**src/rtl/rpn_stack_regfile.sv**
```systemverilog
// LIFO register file serving the RPN control FSM: push/pop/replace-top with
// combinational top and top-1 reads, sticky error flags and a per-op ack.
module rpn_stack_regfile #(
  parameter int WIDTH = 32,
  parameter int DEPTH = 8
) (
  input  logic                         clk,
  input  logic                         rst,
  input  logic                         push,
  input  logic                         pop,
  input  logic [WIDTH-1:0]             data_in,
  input  logic                         err_clr,
  output logic [WIDTH-1:0]             stack_top,
  output logic [WIDTH-1:0]             stack_top_minus_one,
  output logic                         full,
  output logic                         empty,
  output logic [$clog2(DEPTH+1)-1:0]   depth,
  output logic                         overflow,
  output logic                         underflow,
  output logic                         ack
);

  localparam int CW = $clog2(DEPTH + 1);
  localparam int AW = (DEPTH > 1) ? $clog2(DEPTH) : 1;
  localparam logic [CW-1:0] DEPTH_C = CW'(DEPTH);

  logic [WIDTH-1:0] mem [DEPTH];
  logic [CW-1:0]    cnt;
  logic             is_full;
  logic             is_empty;
  logic [AW-1:0]    top_idx;
  logic [AW-1:0]    sec_idx;
  logic [AW-1:0]    nxt_idx;
  logic             wr_en;
  logic [AW-1:0]    wr_idx;

  assign is_full  = (cnt == DEPTH_C);
  assign is_empty = (cnt == '0);

  // Index arithmetic may wrap when the stack is shallow; the read muxes hide it.
  assign top_idx = AW'(cnt - CW'(1));
  assign sec_idx = AW'(cnt - CW'(2));
  assign nxt_idx = AW'(cnt);

  assign stack_top           = is_empty ? '0 : mem[top_idx];
  assign stack_top_minus_one = (cnt >= CW'(2)) ? mem[sec_idx] : '0;

  assign full  = is_full;
  assign empty = is_empty;
  assign depth = cnt;

  always_comb begin
    wr_en  = 1'b0;
    wr_idx = nxt_idx;
    if (push && pop && !is_empty) begin
      wr_en  = 1'b1;
      wr_idx = top_idx;
    end else if (push && (pop || !is_full)) begin
      wr_en = 1'b1;
    end
  end

  always_ff @(posedge clk) begin
    if (wr_en && !rst) begin
      mem[wr_idx] <= data_in;
    end
  end

  // A refusal later in this block overrides the err_clr clear of the same cycle.
  always_ff @(posedge clk) begin
    if (rst) begin
      cnt       <= '0;
      overflow  <= 1'b0;
      underflow <= 1'b0;
      ack       <= 1'b0;
    end else begin
      ack <= 1'b0;
      if (err_clr) begin
        overflow  <= 1'b0;
        underflow <= 1'b0;
      end
      case ({push, pop})
        2'b10: begin
          if (!is_full) begin
            cnt <= cnt + CW'(1);
            ack <= 1'b1;
          end else begin
            overflow <= 1'b1;
          end
        end
        2'b01: begin
          if (!is_empty) begin
            cnt <= cnt - CW'(1);
            ack <= 1'b1;
          end else begin
            underflow <= 1'b1;
          end
        end
        2'b11: begin
          if (is_empty) begin
            cnt <= CW'(1);
          end
          ack <= 1'b1;
        end
        default: ;
      endcase
    end
  end

  assert property (@(posedge clk) disable iff (rst) !(is_full && is_empty));
  assert property (@(posedge clk) disable iff (rst) cnt <= DEPTH_C);

endmodule
```
**config.mk**
```make
export PLATFORM = sky130hd
export DESIGN_NAME = rpn_stack_regfile
export DESIGN_NICKNAME = d
export VERILOG_FILES = /design/src/rtl/rpn_stack_regfile.sv
export SDC_FILE = /design/constraint.sdc
export NUM_CORES = 1
export LEC_CHECK = 0
export BUFFER_PORTS_ARGS = -buffer_cell sky130_fd_sc_hd__buf_2
export CAP_MARGIN = 20
export CORE_ASPECT_RATIO = 0.6
export CORE_UTILIZATION = 53
export DETAILED_ROUTE_END_ITERATION = 6
export PLACE_DENSITY = 0.74
export REMOVE_ABC_BUFFERS = 1
export SKIP_CTS_REPAIR_TIMING = 1
export SLEW_MARGIN = 20
export SYNTH_ARGS = -nofsm -noshare
export SYNTH_HDL_FRONTEND = slang
export SYNTH_SLANG_ARGS = --single-unit
```
**constraint.sdc**
```tcl
create_clock -name clk -period 4.5 [get_ports clk]
set_input_delay 0.9 -clock clk [delete_from_list [all_inputs] [get_ports clk]]
set_output_delay 0.9 -clock clk [all_outputs]
set_load 0.1 [all_outputs]
```
## Word level (Yosys, flattened, before mapping)

Memories as Yosys holds them, arrays and structs flattened.
Index checks and enable logic that the tools add are counted.

| storage, ports and cells | value |
|---|---|
| logic and storage cells | 47 |
| register bits | 7 |
| memories kept | 1 |
| output and inout port bits | 73 |
| RAM bits | 256 |

| operators by class | value |
|---|---|
| reductions and logical operators | 11 |
| magnitude comparators | 1 |
| add/sub/neg operators | 3 |
| equality and inequality tests | 7 |
| muxes and demuxes | 20 |

Memories:

| memory | words | width | read ports | clocked after memory_dff | write ports | RTL line | source |
|---|---|---|---|---|---|---|---|
| mem | 8 | 32 | 2 | 0 | 1 | 27 | `logic [WIDTH-1:0] mem [DEPTH];` |

Operators with widths:

| kind | count |
|---|---|
| 2-to-1 mux 32 bit | 2 |
| 2-to-1 mux 1 bit | 12 |
| 2-to-1 mux 4 bit | 3 |
| case mux 4 bit (3 select lines) | 1 |
| inequality test 2 bit (second input constant) | 3 |
| adder 4 x 1 -> 4 bit (second input constant) | 1 |
| equality test 2 bit (second input constant) | 2 |
| equality test 4 bit (second input constant) | 1 |
| greater-or-equal comparator 4 x 2 -> 1 bit (second input constant) | 1 |
| logical AND 1 bit | 4 |
| logical NOT 4 bit | 1 |
| AND reduction 4 bit | 1 |
| subtractor 4 x 1 -> 4 bit (second input constant) | 1 |
| logical NOT 1 bit | 3 |
| 2-to-1 mux 3 bit | 1 |
| case mux 1 bit (3 select lines) | 1 |
| nonzero test 3 bit | 1 |
| subtractor 3 x 2 -> 3 bit (second input constant) | 1 |
| equality test 2 x 1 -> 1 bit (second input constant) | 1 |
| logical OR 1 bit | 1 |

## Logic depth before layout (Yosys ltp)

Gate-level depths: netlist of the first run.

| logic depth | value |
|---|---|
| depth in word-level cells | 9 |
| mapped depth | 10 |
| depth with buffers taken out | 6 |

## Worst setup path after synthesis of the first run

Ideal clock, no wire load.

| timing path | value |
|---|---|
| path kind | reg-to-output |
| from | register cnt[0] (netlist: depth[0]) |
| to | output stack_top[16] |
| buffers on the path | 5 |
| slack | -0.635 ns |
| cell stages (with the launch flop) | 11 |
| required time | 3.600 ns |
| data arrival time | 4.235 ns |
| cells stage by stage | dfxtp_1 > buf_2 > buf_4 > inv_1 > ha_1 > buf_2 > buf_2 > buf_2 > mux4_2 > nand2_1 > a21oi_1 |

| on the way | value |
|---|---|
| longest elaborated chain between the ends | 3 |
| elaborated cells on any way between the ends | 4 |
| classes of those cells | add/sub: 1; mux: 1; reduce/logical: 1; memory: 1 |

Ends and longest elaborated chain:

| element | RTL line | source |
|---|---|---|
| start, declared | 28 | `logic [CW-1:0] cnt;` |
| start signal, assigned | 85 | `cnt <= cnt + CW'(1);` |
| start signal, assigned | 93 | `cnt <= cnt - CW'(1);` |
| subtractor 4 x 1 -> 4 bit | -- |  |
| memory (8 x 32 bit) | -- |  |
| 2-to-1 mux 32 bit (*) | 45 | `assign stack_top = is_empty ? '0 : mem[top_idx];` |
| end, declared | 13 | `output logic [WIDTH-1:0] stack_top,` |

Mark *: on every way between the ends. The rest lies on a longest branch, timed or not.

## Worst setup path in the final report of the first run

| timing path | value |
|---|---|
| from | register cnt[0] (netlist: depth[0]) |
| to | output stack_top[29] |

Same word-level chain as after synthesis.

==> flow_metrics.env, run 1 <==
export IMPL_status="finished, final reports clean"
export IMPL_max_slew_margin=0.3582
export IMPL_num_rows=42
export IMPL_synth_compound_gate_area_share=0.02634
export IMPL_met1_usage=0.3594
export IMPL_grt_setup_unrepaired="false"
export IMPL_max_cap_violations=0
export IMPL_htree_num_levels=1
export IMPL_grt_busiest_layer="met2"
export IMPL_worst_skew_pair_late_latency_ns=0.53
export IMPL_stdcell_area_mm2=0.01435
export IMPL_fraction_of_synthesized_cell_area_in_xor_and_xnor_cells=0.002128
export IMPL_mostFrequentLayoutCell="edfxtp_1"
export IMPL_grt_remaining_overflow=0
export IMPL_worstPathRequired_ns=3.60
export IMPL_groute_layer_met3_usage=0.04742
export IMPL_critPathCaptureType="primary output"
export IMPL_final_cell_mix="edfxtp_1, mux4_2, buf_2, nand2_1, nor2_1"
export IMPL_avgRoutedWirePerCell_um=26.08
export IMPL_detailedPlacementHpwl_um=17120
export IMPL_drc=0
export IMPL_hp_class="reg2reg"
export IMPL_tightestPinTransition_ns=0.9579
export IMPL_core_mm2=0.02244
export IMPL_globalRouteMet2Util=0.4079
export IMPL_crit_type="reg2out"
export IMPL_netlist_area_mm2=0.01235
export IMPL_syn_inst=679
export IMPL_async_reset_ff_frac=0
export IMPL_flow_area_growth_from_synthesis_pct=16.23
export IMPL_total_length_of_routed_wires_um=28980
export IMPL_synth_top_flop_cell="edfxtp_1"
export IMPL_fraction_of_the_mapped_netlist_area_in_simple_logic_gates=0.04711
export IMPL_vias_in_the_first_global_route=7311
export IMPL_yosys_register_bits=263
export IMPL_synthMuxAreaShare=0.2594
export IMPL_setup_slack_ns=0.2376
export IMPL_dpl_instance_area_mm2=0.01351
export IMPL_clock_fmax_mhz=234.6
export IMPL_routed_via_count=7080
export IMPL_ant_nets=0
export IMPL_clk_pin_slew_ns=0.06
export IMPL_synthAdderAreaFrac=0.007092
export IMPL_timing_critical_path_fanout_max=14
export IMPL_post_synth_num_cell_types=42
export IMPL_drt_initial_drc_count=751
export IMPL_top_level_ports=110
export IMPL_post_route_cells_drive_above_1_share=0.3953
export IMPL_groute_usage_overall=0.2520
export IMPL_placed_cells_incl_taps=1065
export IMPL_tritoncts="done"
export IMPL_vias_per_cell=6.373
export IMPL_critPathLaunchType="flop"
export IMPL_gpl_final_weighted_congestion=0.8256
export IMPL_final_cell_count_no_fill=1111
export IMPL_drt_pass1_iter_count=5
export IMPL_floorplan_die_area_mm2=0.02394
export IMPL_syn_avg_cell_area_um2=18.19
export IMPL_synth_seq_area_share=0.6338
export IMPL_clock_tree_buffer_depth=3
export IMPL_grt_antenna_before_repair=3
export IMPL_hold_violations=0
export IMPL_timing_final_crit_share=0.9472
export IMPL_cts_num_sinks=263
export IMPL_final_max_slew_viol_count=0
export IMPL_synth_warning_count=0
export IMPL_pre_cts_slack_ns=0.6510
export IMPL_chipWidth_um=199.1
export IMPL_synth_edf_count=256
export IMPL_cts_root_buf="clkbuf_16"
export IMPL_numPortBuffers=109
export IMPL_worst_ep_arrival_time_ns=3.36
export IMPL_inserted_clock_buffers=25
export IMPL_hold_worst_slack_ns=0.5355
export IMPL_synth_top_family_by_area="multiplexers"
export IMPL_largest_net_degree_at_the_start_of_global_routing=139
export IMPL_fin_skew_ns=0.01018
export IMPL_final_setup_viol_count=0
export IMPL_fin_nets=828
export IMPL_first_pass_grt_wire_length_um=43940
export IMPL_min_period_ns=4.262
export IMPL_initial_core_util=0.5504
export IMPL_chipHeight_um=120.2
[registers in the layout, summed over array words and instances (netlist names)]
name       flops
depth          4
overflow       1
mem          256
ack            1
underflow      1
[cell type report]
class	instances	area [um2]
Sequential cell	263	7835
Antenna cell	1	2.502
Timing Repair Buffer	131	937.1
Fill cell	1561	8085
Inverter	5	18.77
Tap cell	308	385.4
Clock buffer	37	710.7
Multi-Input combinational cell	358	4339
Clock inverter	8	125.1
[critical path: stages, from the launching register on]
cell and delay (ns):
dfxtp_4 0.36, inv_1 0.15, ha_1 0.44, xnor2_2 0.82, buf_4 0.36, nand2_1 0.07, a21oi_1 0.17, buf_2 0.45
[cells by family after synthesis]
group	count (synthesis)
compound gates	54
xor+xnor	3
fa+ha+maj	7
buf+inv	58
flops	263
mux	160
simple gates	134
[per-stage QoR]
step	util	TNS, ns
after floorplan	-	-2015.74
after global placement	0.6022	0
after detailed placement	0.6022	0
after CTS	0.6394	0
after global routing	0.6396	0
final	0.6397	0
[worst paths after layout]
kind              depth (start not counted)     start  slack [ns]       endpoint
hold reg to reg                           2  overflow        0.54       overflow
hold / removal                            2  overflow        0.54       overflow
setup reg to reg                          8  depth[0]        1.06     mem[5][20]
setup / recovery                          7  depth[0]        0.24  stack_top[29]
[synthesized netlist by cell type (2+ instances only)]
cell | count | area (um2)
a211oi_1 | 3 | 22.52
dfxtp_1 | 7 | 140.1
nor4_1 | 2 | 12.51
mux2i_1 | 32 | 320.3
clkbuf_1 | 13 | 48.80
buf_2 | 22 | 110.1
buf_4 | 8 | 60.06
a22oi_1 | 3 | 22.52
a31oi_1 | 4 | 25.02
o21ai_0 | 2 | 10.01
a21oi_1 | 35 | 175.2
nor4b_1 | 2 | 17.52
buf_6 | 3 | 33.78
buf_1 | 7 | 26.28
nand2b_1 | 2 | 12.51
edfxtp_1 | 256 | 7687
xor2_1 | 2 | 17.52
inv_1 | 4 | 15.01
nor2_1 | 48 | 180.2
ha_1 | 7 | 87.58
a32oi_1 | 2 | 17.52
mux4_2 | 128 | 2883
nor2b_1 | 3 | 18.77
nand2_1 | 66 | 247.7
[metal layers]
metal	up-vias	wire, um	part of all wire
li1	3000	-	-
met1	3701	12070	0.42
met2	323	14310	0.49
met3	52	2076	0.072
met4	4	489	0.017
met5	-	31	0.0011
Power of run 1 is left out: the tool's default activity adds up to more than one toggle a clock period on the data nets, which glitch-free logic cannot reach.
==> run 2, diff against run 1 <==
Settings changed: PLACE_DENSITY 0.74 to 0.77.
Clock period 4.5 ns to 3.5 ns, I/O delays scaled along.
==> flow_metrics.env, run 2 (same netlist as run 1, synthesis figures left out) <==
export IMPL_vias_in_the_first_global_route=7556
export IMPL_mostFrequentLayoutCell="edfxtp_1"
export IMPL_hp_class="in2reg"
export IMPL_core_mm2=0.02244
export IMPL_numPortBuffers=109
export IMPL_routed_via_count=7353
export IMPL_final_cell_mix="edfxtp_1, mux4_2, buf_12, nand2_1, buf_2"
export IMPL_tightestPinTransition_ns=0.8663
export IMPL_drt_initial_drc_count=736
export IMPL_pre_cts_slack_ns=0.4406
export IMPL_ant_nets=0
export IMPL_first_pass_grt_wire_length_um=45160
export IMPL_critPathCaptureType="primary output"
export IMPL_worst_r2r_setup_slack_ns=0.63
export IMPL_chipWidth_um=199.1
export IMPL_timing_critical_path_fanout_max=138
export IMPL_top_level_ports=110
export IMPL_registers_top_by_ff_count="mem"
export IMPL_detailedPlacementHpwl_um=17610
export IMPL_drt_pass1_iter_count=5
export IMPL_min_period_ns=3.390
export IMPL_worstPathRequired_ns=2.80
export IMPL_clock_fmax_mhz=295.0
export IMPL_critPathLaunchType="flop"
export IMPL_hold_path_stages=1
export IMPL_cts_num_sinks=263
export IMPL_floorplan_die_area_mm2=0.02394
export IMPL_max_slew_margin=0.4224
export IMPL_post_route_cells_drive_above_1_share=0.4095
export IMPL_groute_usage_overall=0.2558
export IMPL_num_fill_cells=1418
export IMPL_chipHeight_um=120.2
export IMPL_r2r_cells=9
export IMPL_grt_setup_unrepaired="false"
export IMPL_reg2reg_to="mem[4][15]"
export IMPL_inserted_clock_buffers=24
export IMPL_cts_root_buf="clkbuf_16"
export IMPL_total_length_of_routed_wires_um=29910
export IMPL_clock_tree_buffer_depth=3
export IMPL_grt_remaining_overflow=0
export IMPL_tritoncts="done"
export IMPL_clk_pin_slew_ns=0.07
export IMPL_largest_register_ff_count=256
export IMPL_largest_net_degree_at_the_start_of_global_routing=139
export IMPL_worst_ep_arrival_time_ns=2.69
export IMPL_crit_type="reg2out"
export IMPL_max_cap_violations=0
export IMPL_gpl_final_weighted_congestion=0.8420
export IMPL_fin_nets=844
export IMPL_r2r_start="depth[0]"
export IMPL_worst_hold_path_endpoint="mem[5][1]"
export IMPL_grt_antenna_before_repair=1
export IMPL_avgRoutedWirePerCell_um=26.52
export IMPL_status="finished, final reports clean"
export IMPL_flow_area_growth_from_synthesis_pct=24.02
export IMPL_vias_per_cell=6.519
export IMPL_hold_violations=0
export IMPL_htree_num_levels=1
export IMPL_initial_core_util=0.5504
export IMPL_worstHoldStart="data_in[1]"
export IMPL_fin_skew_ns=0.009456
export IMPL_num_rows=42
export IMPL_worst_skew_pair_late_latency_ns=0.51
export IMPL_final_max_slew_viol_count=0
export IMPL_final_setup_viol_count=0
export IMPL_timing_final_crit_share=0.9687
export IMPL_drc=0
export IMPL_setup_slack_ns=0.1097
## run 2: cell count changes in the layout (fill, tap and decap cells not counted), sizes merged
cell | previous run | this run
buf | 131 | 147
clkbuf | 37 | 26
clkinv | 3 | 14
clkinvlp | 1 | 2
diode | 1 | 2
inv | 6 | 5
## run 2: layer usage
| metal | part of all wire | GRT usage |
|---|---|---|
| met5 | 0 | 0 |
| met4 | 0.021 | 0.05337 |
| met1 | 0.41 | 0.3749 |
| met3 | 0.084 | 0.04379 |
| met2 | 0.49 | 0.4098 |
## run 2: how the worst max path moves through the flow
stage / from / endpoint / depth (start not counted)
CTS: depth[0] / stack_top[3] / 7
detailed placement: depth[0] / stack_top[3] / 7
global route: depth[0] / stack_top[15] / 7
floorplan: depth[0] / stack_top[0] / 4
finish: depth[0] / stack_top[30] / 5
global placement: depth[0] / stack_top[3] / 7
## run 2: final cells by class
type,count,area [um2],area share
Sequential cell,263,7836,0.5116
Clock inverter,19,160.2,0.01046
Multi-Input combinational cell,358,4378,0.2858
Antenna cell,2,5.005,0.0003268
Tap cell,308,385.4,0.02516
Inverter,5,18.77,0.001225
Timing Repair Buffer,148,1907,0.1245
Clock buffer,25,625.6,0.04085
## run 2: worst max-delay path, cell delays in order (launching register included)
cell	delay [ns]
dfxtp_4	0.39
buf_16	0.59
mux4_2	0.36
nand2_1	0.06
a21oi_1	0.17
buf_2	0.45
## run 2: metrics by stage
| step | cell area (um2) | util | TNS [ns] | hold slack [ns] | std cells |
|---|---|---|---|---|---|
| detailed placement | 14390 | 0.6412 | 0 | 0.5214 | 1075 |
| global route | 15310 | 0.6823 | 0 | 0.4553 | 1126 |
| global placement | 14390 | 0.6412 | 0 | 0.5003 | 1075 |
| floorplan | 12070 | - | -2332.90 | 0.7691 | 626 |
| finish | 15320 | 0.6826 | 0 | 0.4518 | 1128 |
| CTS | 15170 | 0.6762 | -0.8805 | 0.4374 | 1119 |
Power of run 2 is left out for the same reason.
==> run 3, diff against run 2 <==
Settings changed: ABC_AREA set to 1.
==> flow_metrics.env, run 3 <==
export IMPL_status="finished, final reports clean"
export IMPL_async_reset_ff_frac=0
export IMPL_core_mm2=0.02422
export IMPL_avgRoutedWirePerCell_um=20.91
export IMPL_hold_violations=0
export IMPL_hold_worst_slack_ns=0.3648
export IMPL_power_total_mw=12.49
export IMPL_drt_pass1_iter_count=5
export IMPL_synthMuxAreaShare=0
export IMPL_post_route_cells_drive_above_1_share=0.1410
export IMPL_chipWidth_um=205.2
export IMPL_grt_remaining_overflow=0
export IMPL_net_switching_power_mw=5.586
export IMPL_synthAdderAreaFrac=0.006672
export IMPL_vias_in_the_first_global_route=10190
export IMPL_synth_edf_count=256
export IMPL_flow_area_growth_from_synthesis_pct=20.16
export IMPL_tritoncts="done"
export IMPL_clock_tree_buffer_depth=3
export IMPL_drc=0
export IMPL_num_rows=44
export IMPL_synth_warning_count=0
export IMPL_peakVddDrop_mv=0.7215
export IMPL_critPathCaptureType="primary output"
export IMPL_power_density_of_the_placed_cells_mw_per_mm2=791.8
export IMPL_worst_skew_pair_late_latency_ns=0.53
export IMPL_pre_cts_slack_ns=0.5987
export IMPL_final_cell_count_no_fill=1776
export IMPL_synth_top_cells_by_count="nor2_1, edfxtp_1, o21ai_0, a21oi_1, nand2_1"
export IMPL_utilization=0.6511
export IMPL_detailedPlacementHpwl_um=21230
export IMPL_initial_core_util=0.5419
export IMPL_gpl_final_weighted_congestion=0.8380
export IMPL_grt_setup_unrepaired="false"
export IMPL_synth_top_family_by_area="compound AO/OA/AOI/OAI gates"
export IMPL_clock_fmax_mhz=291.8
export IMPL_timing_final_crit_share=0.9792
export IMPL_largest_net_degree_at_the_start_of_global_routing=267
export IMPL_post_synth_num_cell_types=24
export IMPL_final_setup_viol_count=0
export IMPL_power_leakage_nw=5.928
export IMPL_routed_via_count=11000
export IMPL_fin_skew_ns=0.01366
export IMPL_htree_num_levels=1
export IMPL_max_cap_violations=0
export IMPL_largest_register_ff_count=256
export IMPL_synth_top_flop_cell="edfxtp_1"
export IMPL_p_int_mw=6.902
export IMPL_chipHeight_um=123.9
export IMPL_mostFrequentLayoutCell="nor2_1"
export IMPL_yosysTopAreaCell="edfxtp_1"
export IMPL_stdcell_area_mm2=0.01577
export IMPL_fraction_of_synthesized_cell_area_in_xor_and_xnor_cells=0.001906
export IMPL_groute_usage_overall=0.2851
export IMPL_min_period_ns=3.427
export IMPL_inserted_clock_buffers=24
export IMPL_top_level_ports=110
export IMPL_ant_nets=0
export IMPL_floorplan_die_area_mm2=0.02542
export IMPL_switching_share=0.4473
export IMPL_fraction_of_the_mapped_netlist_area_in_simple_logic_gates=0.1240
export IMPL_power_share_sequential=0.289
export IMPL_yosys_register_bits=263
export IMPL_fin_nets=1480
export IMPL_final_max_slew_viol_count=0
export IMPL_grt_antenna_before_repair=2
export IMPL_power_frac_clock=0.206
export IMPL_worstPathRequired_ns=2.80
export IMPL_numPortBuffers=109
export IMPL_dpl_instance_area_mm2=0.01496
export IMPL_drt_initial_drc_count=1533
export IMPL_synth_most_common_cell="nor2_1"
export IMPL_registers_top_by_ff_count="mem"
export IMPL_vias_per_cell=6.191
export IMPL_final_cell_mix="nor2_1, edfxtp_1, o21ai_0, a21oi_1, nand2_1"
export IMPL_fin_tns_setup_ns=0
export IMPL_setup_slack_ns=0.07281
export IMPL_synth_compound_gate_area_share=0.2047
export IMPL_cts_root_buf="clkbuf_16"
export IMPL_max_slew_margin=0.4422
export IMPL_antennaDiodeCount=0
export IMPL_tightestPinTransition_ns=0.8367
export IMPL_total_length_of_routed_wires_um=37140
export IMPL_first_pass_grt_wire_length_um=55330
export IMPL_p_comb_frac=0.505
export IMPL_yosysTopAreaCellShare=0.5856
export IMPL_hp_class="in2reg"
export IMPL_placed_cells_incl_taps=1731
export IMPL_syn_avg_cell_area_um2=9.602
export IMPL_critPathLaunchType="flop"
export IMPL_netlist_area_mm2=0.01313
export IMPL_worst_ep_arrival_time_ns=2.73
export IMPL_cts_num_sinks=263
export IMPL_syn_inst=1367
export IMPL_synth_seq_area_share=0.5963
export IMPL_crit_type="reg2out"
export IMPL_clk_pin_slew_ns=0.07
export IMPL_timing_critical_path_fanout_max=15
export IMPL_synth_top_cells_by_area="edfxtp_1, o21ai_0, nor2_1"
==> run 3: worst max-delay path, stage by stage, from the launching register on <==
cell     delay (ns)
dfxtp_4        0.39
inv_6          0.12
ha_1           0.26
xor2_2         0.25
inv_2          0.22
buf_4          0.26
nand3_1        0.10
nand2_1        0.05
nor2_1         0.31
buf_12         0.23
==> run 3: per-layer routing <==
layer	global-route usage	share of wire	vias up
li1	-	-	4957
met1	0.4121	0.41	5175
met2	0.4434	0.45	772
met3	0.04971	0.12	92
met4	0.08519	0.022	0
met5	0	0	-
==> run 3: final timing paths <==
| path | startpoint | to | cells after the start | slack, ns |
|---|---|---|---|---|
| hold reg to reg | overflow | overflow | 2 | 0.46 |
| hold / removal | rst | overflow | 2 | 0.36 |
| setup / recovery | depth[0] | stack_top[30] | 9 | 0.07 |
| setup reg to reg | depth[0] | mem[7][9] | 8 | 0.72 |
==> run 3: logic make-up after synthesis <==
group                    count (synthesis)
AO/OA/AOI/OAI                          490
XOR/XNOR                                 2
adder cells (fa/ha/maj)                  7
buffers and inverters                  186
flip-flops                             263
AND/OR/NAND/NOR                        419
==> run 3: power groups by stage <==
stage	registers (mW)	clock network [mW]	logic (mW)
finish	3.61	2.57	6.30
CTS	3.61	2.60	6.22
global route	3.62	2.71	6.56
global placement	3.67	0	6.12
detailed placement	3.68	0	6.19
floorplan	3.82	0	3.74
==> run 3: layout make-up <==
type | instances | area (um2)
Tap cell | 322 | 402.9
Inverter | 83 | 316.6
Sequential cell | 263 | 7833
Timing Repair Buffer | 146 | 1959
Clock buffer | 32 | 671.9
Multi-Input combinational cell | 918 | 4501
Fill cell | 1817 | 8451
Clock inverter | 12 | 88.84
Note: power is estimated with default switching activity, not from simulation.
